===== config.mk =====
export PLATFORM = sky130hd
export DESIGN_NAME = fifo_read_streamer
export DESIGN_NICKNAME = d
export VERILOG_FILES = /design/src/rtl/fifo_read_streamer.sv
export SDC_FILE = /design/constraint.sdc
export NUM_CORES = 1
export LEC_CHECK = 0
export ABC_AREA = 1
export BUFFER_PORTS_ARGS = -buffer_cell sky130_fd_sc_hd__buf_2
export CORE_ASPECT_RATIO = 1.4
export CORE_MARGIN = 2
export CORE_UTILIZATION = 37
export CTS_CLUSTER_DIAMETER = 150
export DETAILED_ROUTE_END_ITERATION = 7
export PLACE_DENSITY_LB_ADDON = 0.15
export RECOVER_POWER = 50
export SYNTH_ARGS = -nofsm -noshare
export SYNTH_HDL_FRONTEND = slang
export SYNTH_SLANG_ARGS = --single-unit
export TNS_END_PERCENT = 30

===== constraint.sdc =====
create_clock -name read_clk -period 2.3 [get_ports read_clk]
set_input_delay 0.115 -clock read_clk [delete_from_list [all_inputs] [get_ports read_clk]]
set_output_delay 0.115 -clock read_clk [all_outputs]
set_load 0.1 [all_outputs]

===== src/rtl/fifo_read_streamer.sv =====
// fifo_read_streamer: drains asynFIFO's read port into a 2-entry valid/ready output buffer,
// absorbing the FIFO's one-cycle registered read latency.
module fifo_read_streamer #(
    parameter int data_size = 8,
    parameter int cnt_size  = 16
) (
    input  logic                 read_clk,
    input  logic                 read_rst_n,
    input  logic                 fifo_empty,
    input  logic [data_size-1:0] read_data,
    output logic                 read_en,
    output logic                 out_valid,
    input  logic                 out_ready,
    output logic [data_size-1:0] out_data,
    output logic [1:0]           out_level,
    output logic [cnt_size-1:0]  out_count
);
    logic [data_size-1:0] slot0_q, slot0_d, slot1_q, slot1_d;
    logic [1:0]           level_q, level_d, after_pop;
    logic                 inflight_q, inflight_d, pop;
    logic [cnt_size-1:0]  count_q, count_d;

    always_comb begin
        pop        = (level_q != 2'd0) && out_ready;
        after_pop  = level_q - {1'b0, pop};
        // Reserve room for the word already in flight before issuing another pop.
        read_en    = read_rst_n && !fifo_empty && (({1'b0, after_pop} + {2'b0, inflight_q}) < 3'd2);
        inflight_d = read_en;
        slot0_d    = (inflight_q && after_pop == 2'd0) ? read_data : pop ? slot1_q : slot0_q;
        slot1_d    = (inflight_q && after_pop != 2'd0) ? read_data : slot1_q;
        level_d    = after_pop + {1'b0, inflight_q};
        count_d    = count_q + cnt_size'(pop);
    end

    always_ff @(posedge read_clk) begin
        if (!read_rst_n) begin
            slot0_q    <= '0;
            slot1_q    <= '0;
            level_q    <= '0;
            inflight_q <= 1'b0;
            count_q    <= '0;
        end else begin
            slot0_q    <= slot0_d;
            slot1_q    <= slot1_d;
            level_q    <= level_d;
            inflight_q <= inflight_d;
            count_q    <= count_d;
        end
    end

    always_ff @(posedge read_clk) begin
        if (read_rst_n) assert (!(inflight_q && after_pop == 2'd2));
    end

    assign out_valid = (level_q != 2'd0);
    assign out_data  = read_rst_n ? slot0_q : '0;
    assign out_level = level_q;
    assign out_count = count_q;
endmodule


==> results of run 1 <==
## metal layers
layer | vias up | global-route usage, % | routed length, um
li1 | 879 | - | -
met3 | 12 | 4.42 | 147
met2 | 34 | 28.5 | 1870
met1 | 684 | 17.5 | 1650
met5 | - | 0 | 0
met4 | 0 | 8.32 | 127
## layout by cell type (no fill, tap or decap), types with 4 or more instances in the layout
cell      instances
a21oi_1           6
nand3_1          22
nand2_1          60
clkbuf_1         26
clkbuf_8          5
o21ai_0          12
buf_2            12
nor2_1           38
nand2_2           4
nand4_1          10
dfxtp_1          34
inv_1            31
## cell families (layout without fill, tap and decap cells)
logic type | count (synthesis) | count (layout) | share of synthesized area (%)
AND/OR/NAND/NOR | 147 | 147 | 38.6
adder cells (fa/ha/maj) | 5 | 5 | 3.59
buffers and inverters | 44 | 85 | 10.3
AO/OA/AOI/OAI | 21 | 21 | 6.39
XOR/XNOR | 2 | 2 | 1.01
flip-flops | 35 | 35 | 40.2
## cells in the mapped netlist
cell	n
nand2_1	61
nor2_1	38
dfxtp_1	35
inv_1	35
nand3_1	22
o21ai_0	12
nand4_1	10
a21oi_1	6
buf_2	5
ha_1	5
nand2_2	5
nor2_2	4
inv_2	2
nor2_4	2
nor3_1	2
o21a_1	2
xnor2_1	2
a31oi_1	1
buf_6	1
clkbuf_1	1
nand2_4	1
nand3_2	1
nand3_4	1
## cell type report
class / count / area, sq um / area share, %
Timing Repair Buffer: 40 / 185 / 8.65
Multi-Input combinational cell: 175 / 936 / 43.7
Inverter: 37 / 154 / 7.19
Clock inverter: 3 / 15.0 / 0.701
Clock buffer: 5 / 68.8 / 3.21
Tap cell: 62 / 77.6 / 3.62
Sequential cell: 35 / 704 / 32.9
## stage by stage
step           hold slack, ps  instances  power, mW  cell area, sq um
2_1_floorplan             187        254       1.77              1850
3_3_place_gp              330        349       1.92              2100
3_5_place_dp              338        349       1.93              2100
4_1_cts                  23.7        357       2.37              2180
5_1_grt                  21.5        357       2.49              2140
6_report                 32.3        357       2.32              2140
## worst paths after layout
check / depth (start not counted) / to / start
worst max-delay path: 12 / read_en / out_level[1]
worst min-delay path: 2 / inflight_q / fifo_empty
worst max register to register: 11 / out_count[12] / out_level[1]
worst min register to register: 2 / slot1_q[1] / slot1_q[1]
## sequential cells by signal (all words and copies together) (netlist names)
name,count
out_level,2
out_count,16
inflight_q,1
slot0_q,8
slot1_q,8
## worst register-to-register path, stage by stage, from the launching register on
cell	delay [ps]
dfxtp_1	390
inv_4	70
nand2_8	70
nand2_8	80
inv_8	90
ha_1	180
ha_1	200
nand3_2	140
nor2_2	200
nand4_1	130
nor2_1	110
nor2_1	40
## power by group
group          leakage (nW)  switching [mW]  total, mW  internal, mW
Sequential            0.285          0.0658      0.787         0.721
Clock                0.0477           0.223      0.430         0.207
Combinational         0.619           0.833       1.10         0.268
Total                 0.951            1.12       2.32          1.20
==> results.md, run 1 <==
- Status: finished, final reports clean
- First-pass detailed-route iteration total: 4
- Final RePlAce weighted congestion: 0.813
- Num Clock Sinks: 35
- FP Rows: 29
- Worst slew margin: 22.0%
- PortBufs: 39
- Slew Limit Fails: 0
- Drt via density: 4.51
- # setup viols final: 0
- Starting density of the core: 38.4%
- P_leak: 0.951 nW
- Clock Tree Buf Depth: 2
- Setup crit start kind: flip-flop
- Final WL: 3.80 mm
- Area Growth Syn to Fin: 22.8%
- GR Overflow Total: 0
- RSZ-0062 raised after global routing: no
- Root Driver: clkbuf_8
- Layout cell share with drive strength beyond 1: 15.9%
- WP data required: 2180 ps
- Mapped Area: 1740 sq um
- Largest net degree at the start of global routing: 29
- Cells after synthesis: 254
- First-pass GRT wire length: 6.58 mm
- Fin nets: 311
- N_diodes: 0
- CTS tree: built
- Top cell type's share of synthesized area: 40.2%
- Critical path's largest stage delay: 350 ps
- Area leader, netlist: dfxtp_1
- Final Skew: 4.72 ps
- Arrival time at the worst endpoint: 2020 ps
- Crit path capture type: output pin
- Seq cells post-synth: 35
- Max FO, Critical Path: 10
- Die area: 5280 sq um
- Core Region: 4540 sq um
- Residual DRC: 0
- Vias in the first global route: 1578
- Hold buffer count at cts: 0
- Post-route ant nets: 0
- CP bufs+invs: 5
- Fmax: 468 MHz
- Peak VDD IR: 0.798 mV
- Distinct cells, synth: 23
- Initial antenna violation count: 0
- Syn_area_per_cell: 6.86 sq um
- Critical-path cell list: inv_4 > nand2_8 > nand2_8 > inv_8 > ha_4 > inv_2 > ha_4 > inv_2 > ha_4 > nand2_2 > nor2_4 > buf_12
- Clock Pin Slew Worst Setup and Hold Paths: 70 ps
- CTS buffer count: 5
- Worst-Skew Late Latency: 290 ps
- R2R Setup Slk: 480 ps
- Die width: 62.0 um
- CP top delay family: adder cells
- HP Class: primary input to flip-flop
- Pwr Density: 1080 nW/um^2
- Final Hold Fails: 0
- Crit-path most repeated cell: ha_4
- Max Cap Violations: 0
- Gr usage total: 16.5%
- HPWL Detailed: 2.87 mm
- Top cells by area, synth: dfxtp_1, nand2_1, nor2_1
- Pre-CTS setup slack: 465 ps
- Syn nets: 271
- # Post-CTS Setup Buffers: 0
- Fill count: 506
- DR iter-0 viols: 67
- Post-layout util: 47.2%
- H-tree Lvls: 2
- Via count of the routed design: 1609
- # IOs: 40
- Sequential area share after synthesis: 40.2%
- Setup TNS: 0 ps
- Worst-margin pin slew: 1180 ps
- Post-route setup slack: 163 ps
- Fin crit period: 2140 ps
- Yosys warns: 0
- CTS resizes: 0
- Final period utilization: 92.9%
- WL per Instance: 10.6 um
- Slowest-stage cell, CP: dfxtp_1
- Die height: 85.2 um
- CP Class: flip-flop to output pin
(Power assumes the default switching activity.)
==> inputs of run 2 (changes only) <==
--- a/config.mk
+++ b/config.mk
@@ -10,5 +10,5 @@
 export CORE_ASPECT_RATIO = 1.4
 export CORE_MARGIN = 2
-export CORE_UTILIZATION = 37
+export CORE_UTILIZATION = 45
 export CTS_CLUSTER_DIAMETER = 150
 export DETAILED_ROUTE_END_ITERATION = 7
==> constraint.sdc (replaced) <==
create_clock -name read_clk -period 2.3 [get_ports read_clk]
set_input_delay 0.23 -clock read_clk [delete_from_list [all_inputs] [get_ports read_clk]]
set_output_delay 0.23 -clock read_clk [all_outputs]
set_load 0.1 [all_outputs]
==> results.md, run 2 (synthesis gave the netlist of run 1 again) <==
- Status: finished, final reports clean (unchanged)
- Final WL: 3.63 mm (was 3.80 mm)
- Peak VDD IR: 0.959 mV (was 0.798 mV)
- Pwr Density: 1090 nW/um^2 (was 1080 nW/um^2)
- N_diodes: 0 (unchanged)
- P_leak: 0.971 nW (was 0.951 nW)
- Hold buffer count at cts: 0 (unchanged)
- Max reg flops: 16 (unchanged)
- Layout cell share with drive strength beyond 1: 17.3% (was 15.9%)
- PortBufs: 39 (unchanged)
- # IOs: 40 (unchanged)
- H-tree Lvls: 2 (unchanged)
- Clock Pin Slew Worst Setup and Hold Paths: 70 ps (about the same)
- Final Hold Fails: 0 (unchanged)
- Area Growth Syn to Fin: 21.9% (was 22.8%)
- Commonest non-fill, non-tap cell in the layout: nand2_1 (unchanged)
- Commonest cells after routing, fill and taps aside: nand2_1, nor2_1, dfxtp_1, inv_1, nand3_1 (was nand2_1, nor2_1, dfxtp_1, inv_1, clkbuf_1)
- Area after DPL: 2080 sq um (was 2100 sq um)
- Worst R2R Start: out_level[0] (was out_level[1])
- Starting density of the core: 47.4% (was 38.4%)
- Clock Tree Buf Depth: 2 (unchanged)
- Drt via density: 4.82 (was 4.51)
- Post-layout util: 57.8% (was 47.2%)
- Fmax: 464 MHz (was 468 MHz)
- Core Region: 3680 sq um (was 4540 sq um)
- Residual DRC: 0 (unchanged)
- Num Clock Sinks: 35 (unchanged)
- WP data required: 2070 ps (was 2180 ps)
- CTS buffer count: 5 (unchanged)
- Fin crit period: 2150 ps (was 2140 ps)
- Vias in the first global route: 1493 (was 1578)
- Worst-Skew Late Latency: 280 ps (was 290 ps)
- Post-route ant nets: 0 (unchanged)
- DR iter-0 viols: 74 (was 67)
- CTS tree: built (unchanged)
- Initial antenna violation count: 0 (unchanged)
- Root Driver: clkbuf_8 (unchanged)
- Final period utilization: 93.7% (was 92.9%)
- Fin nets: 312 (was 311)
- Largest net degree at the start of global routing: 30 (was 29)
- Die width: 56.6 um (was 62.0 um)
- # setup viols final: 0 (unchanged)
- FP Rows: 26 (was 29)
- Setup crit start kind: flip-flop (unchanged)
- Final Skew: 5.04 ps (was 4.72 ps)
- Worst-margin pin slew: 1170 ps (was 1180 ps)
- Max Cap Violations: 0 (unchanged)
- R2R Path End: out_count[12] (unchanged)
- Hold Crit Start: fifo_empty (unchanged)
- Final RePlAce weighted congestion: 0.816 (was 0.813)
- R2R depth: 11 (unchanged)
- R2R Setup Slk: 450 ps (was 480 ps)
- Hold slack: 147 ps (was 32.3 ps)
- Slew Limit Fails: 0 (unchanged)
- WL per Instance: 10.8 um (was 10.6 um)
- Gr usage total: 17.8% (was 16.5%)
- CP Class: flip-flop to output pin (unchanged)
- Die height: 77.6 um (was 85.2 um)
- GR Overflow Total: 0 (unchanged)
- Max FO, Critical Path: 10 (unchanged)
- Finished Cell Area: 2120 sq um (was 2140 sq um)
- RSZ-0062 raised after global routing: no (unchanged)
- Worst slew margin: 21.9% (was 22.0%)
- First-pass GRT wire length: 6.20 mm (was 6.58 mm)
- Die area: 4390 sq um (was 5280 sq um)
- Arrival time at the worst endpoint: 1920 ps (was 2020 ps)
- HP Class: primary input to flip-flop (unchanged)
- First-pass detailed-route iteration total: 4 (unchanged)
- WHS Endpoint: inflight_q (unchanged)
- HPWL Detailed: 2.77 mm (was 2.87 mm)
- Crit path capture type: output pin (unchanged)
- Via count of the routed design: 1618 (was 1609)
- Pwr Total: 2.31 mW (was 2.32 mW)
- Setup TNS: 0 ps (unchanged)
- Worst Hold Path Cells: 2 (unchanged)
## run 2: cell count changes in the layout (fill, tap and decap cells not counted), sizes merged
cell / delta
buf: +2
clkinv: -3
## run 2: layout make-up
cell class,instances,area [sq um]
Multi-Input combinational cell,175,941
Sequential cell,35,704
Timing Repair Buffer,41,200
Tap cell,42,52.6
Inverter,37,154
Clock buffer,6,72.6
Fill cell,364,1550
## run 2: power breakdown
group / switching, mW / total [mW] / internal [mW]
clock: 0.197 / 0.398 / 0.202
sequential: 0.0657 / 0.786 / 0.720
combinational: 0.837 / 1.12 / 0.284
## run 2: worst max-delay path by stage
stage,cells past startpoint,end,start
detailed placement,12,read_en,out_level[0]
global placement,12,read_en,out_level[0]
global route,12,read_en,out_level[0]
floorplan,12,read_en,out_level[1]
CTS,12,read_en,out_level[0]
finish,12,read_en,out_level[0]
## run 2: timing repair
| action | in CTS | in global routing |
|---|---|---|
| resized for setup | 0 | 0 |
| setup buffers | 0 | 1 |
| endpoints found under the setup margin | 0 | 1 |
| hold endpoints to repair | 0 | 0 |
## run 2: worst max-delay path: stages (launching register included)
cell	delay, ps
dfxtp_1	350
inv_6	90
nand2_8	60
nand2_8	100
inv_8	50
ha_4	270
inv_2	40
ha_4	140
inv_2	50
ha_4	130
nand2_4	50
nor2_4	120
buf_12	180
## run 2: layer usage
layer / share of wire [%] / GRT usage (%) / routed length [um]
met1: 40 / 18.0 / 1470
met2: 52 / 32.9 / 1870
met3: 5.9 / 4.67 / 213
met4: 2.1 / 8.57 / 76
met5: 0 / 0 / 0
## run 2: stage by stage
step                      setup slack [ps]  cells
after floorplan                      -94.6    254
after global placement                 403    329
after detailed placement               375    329
after CTS                             55.7    335
after global routing                  52.2    336
final                                  145    336
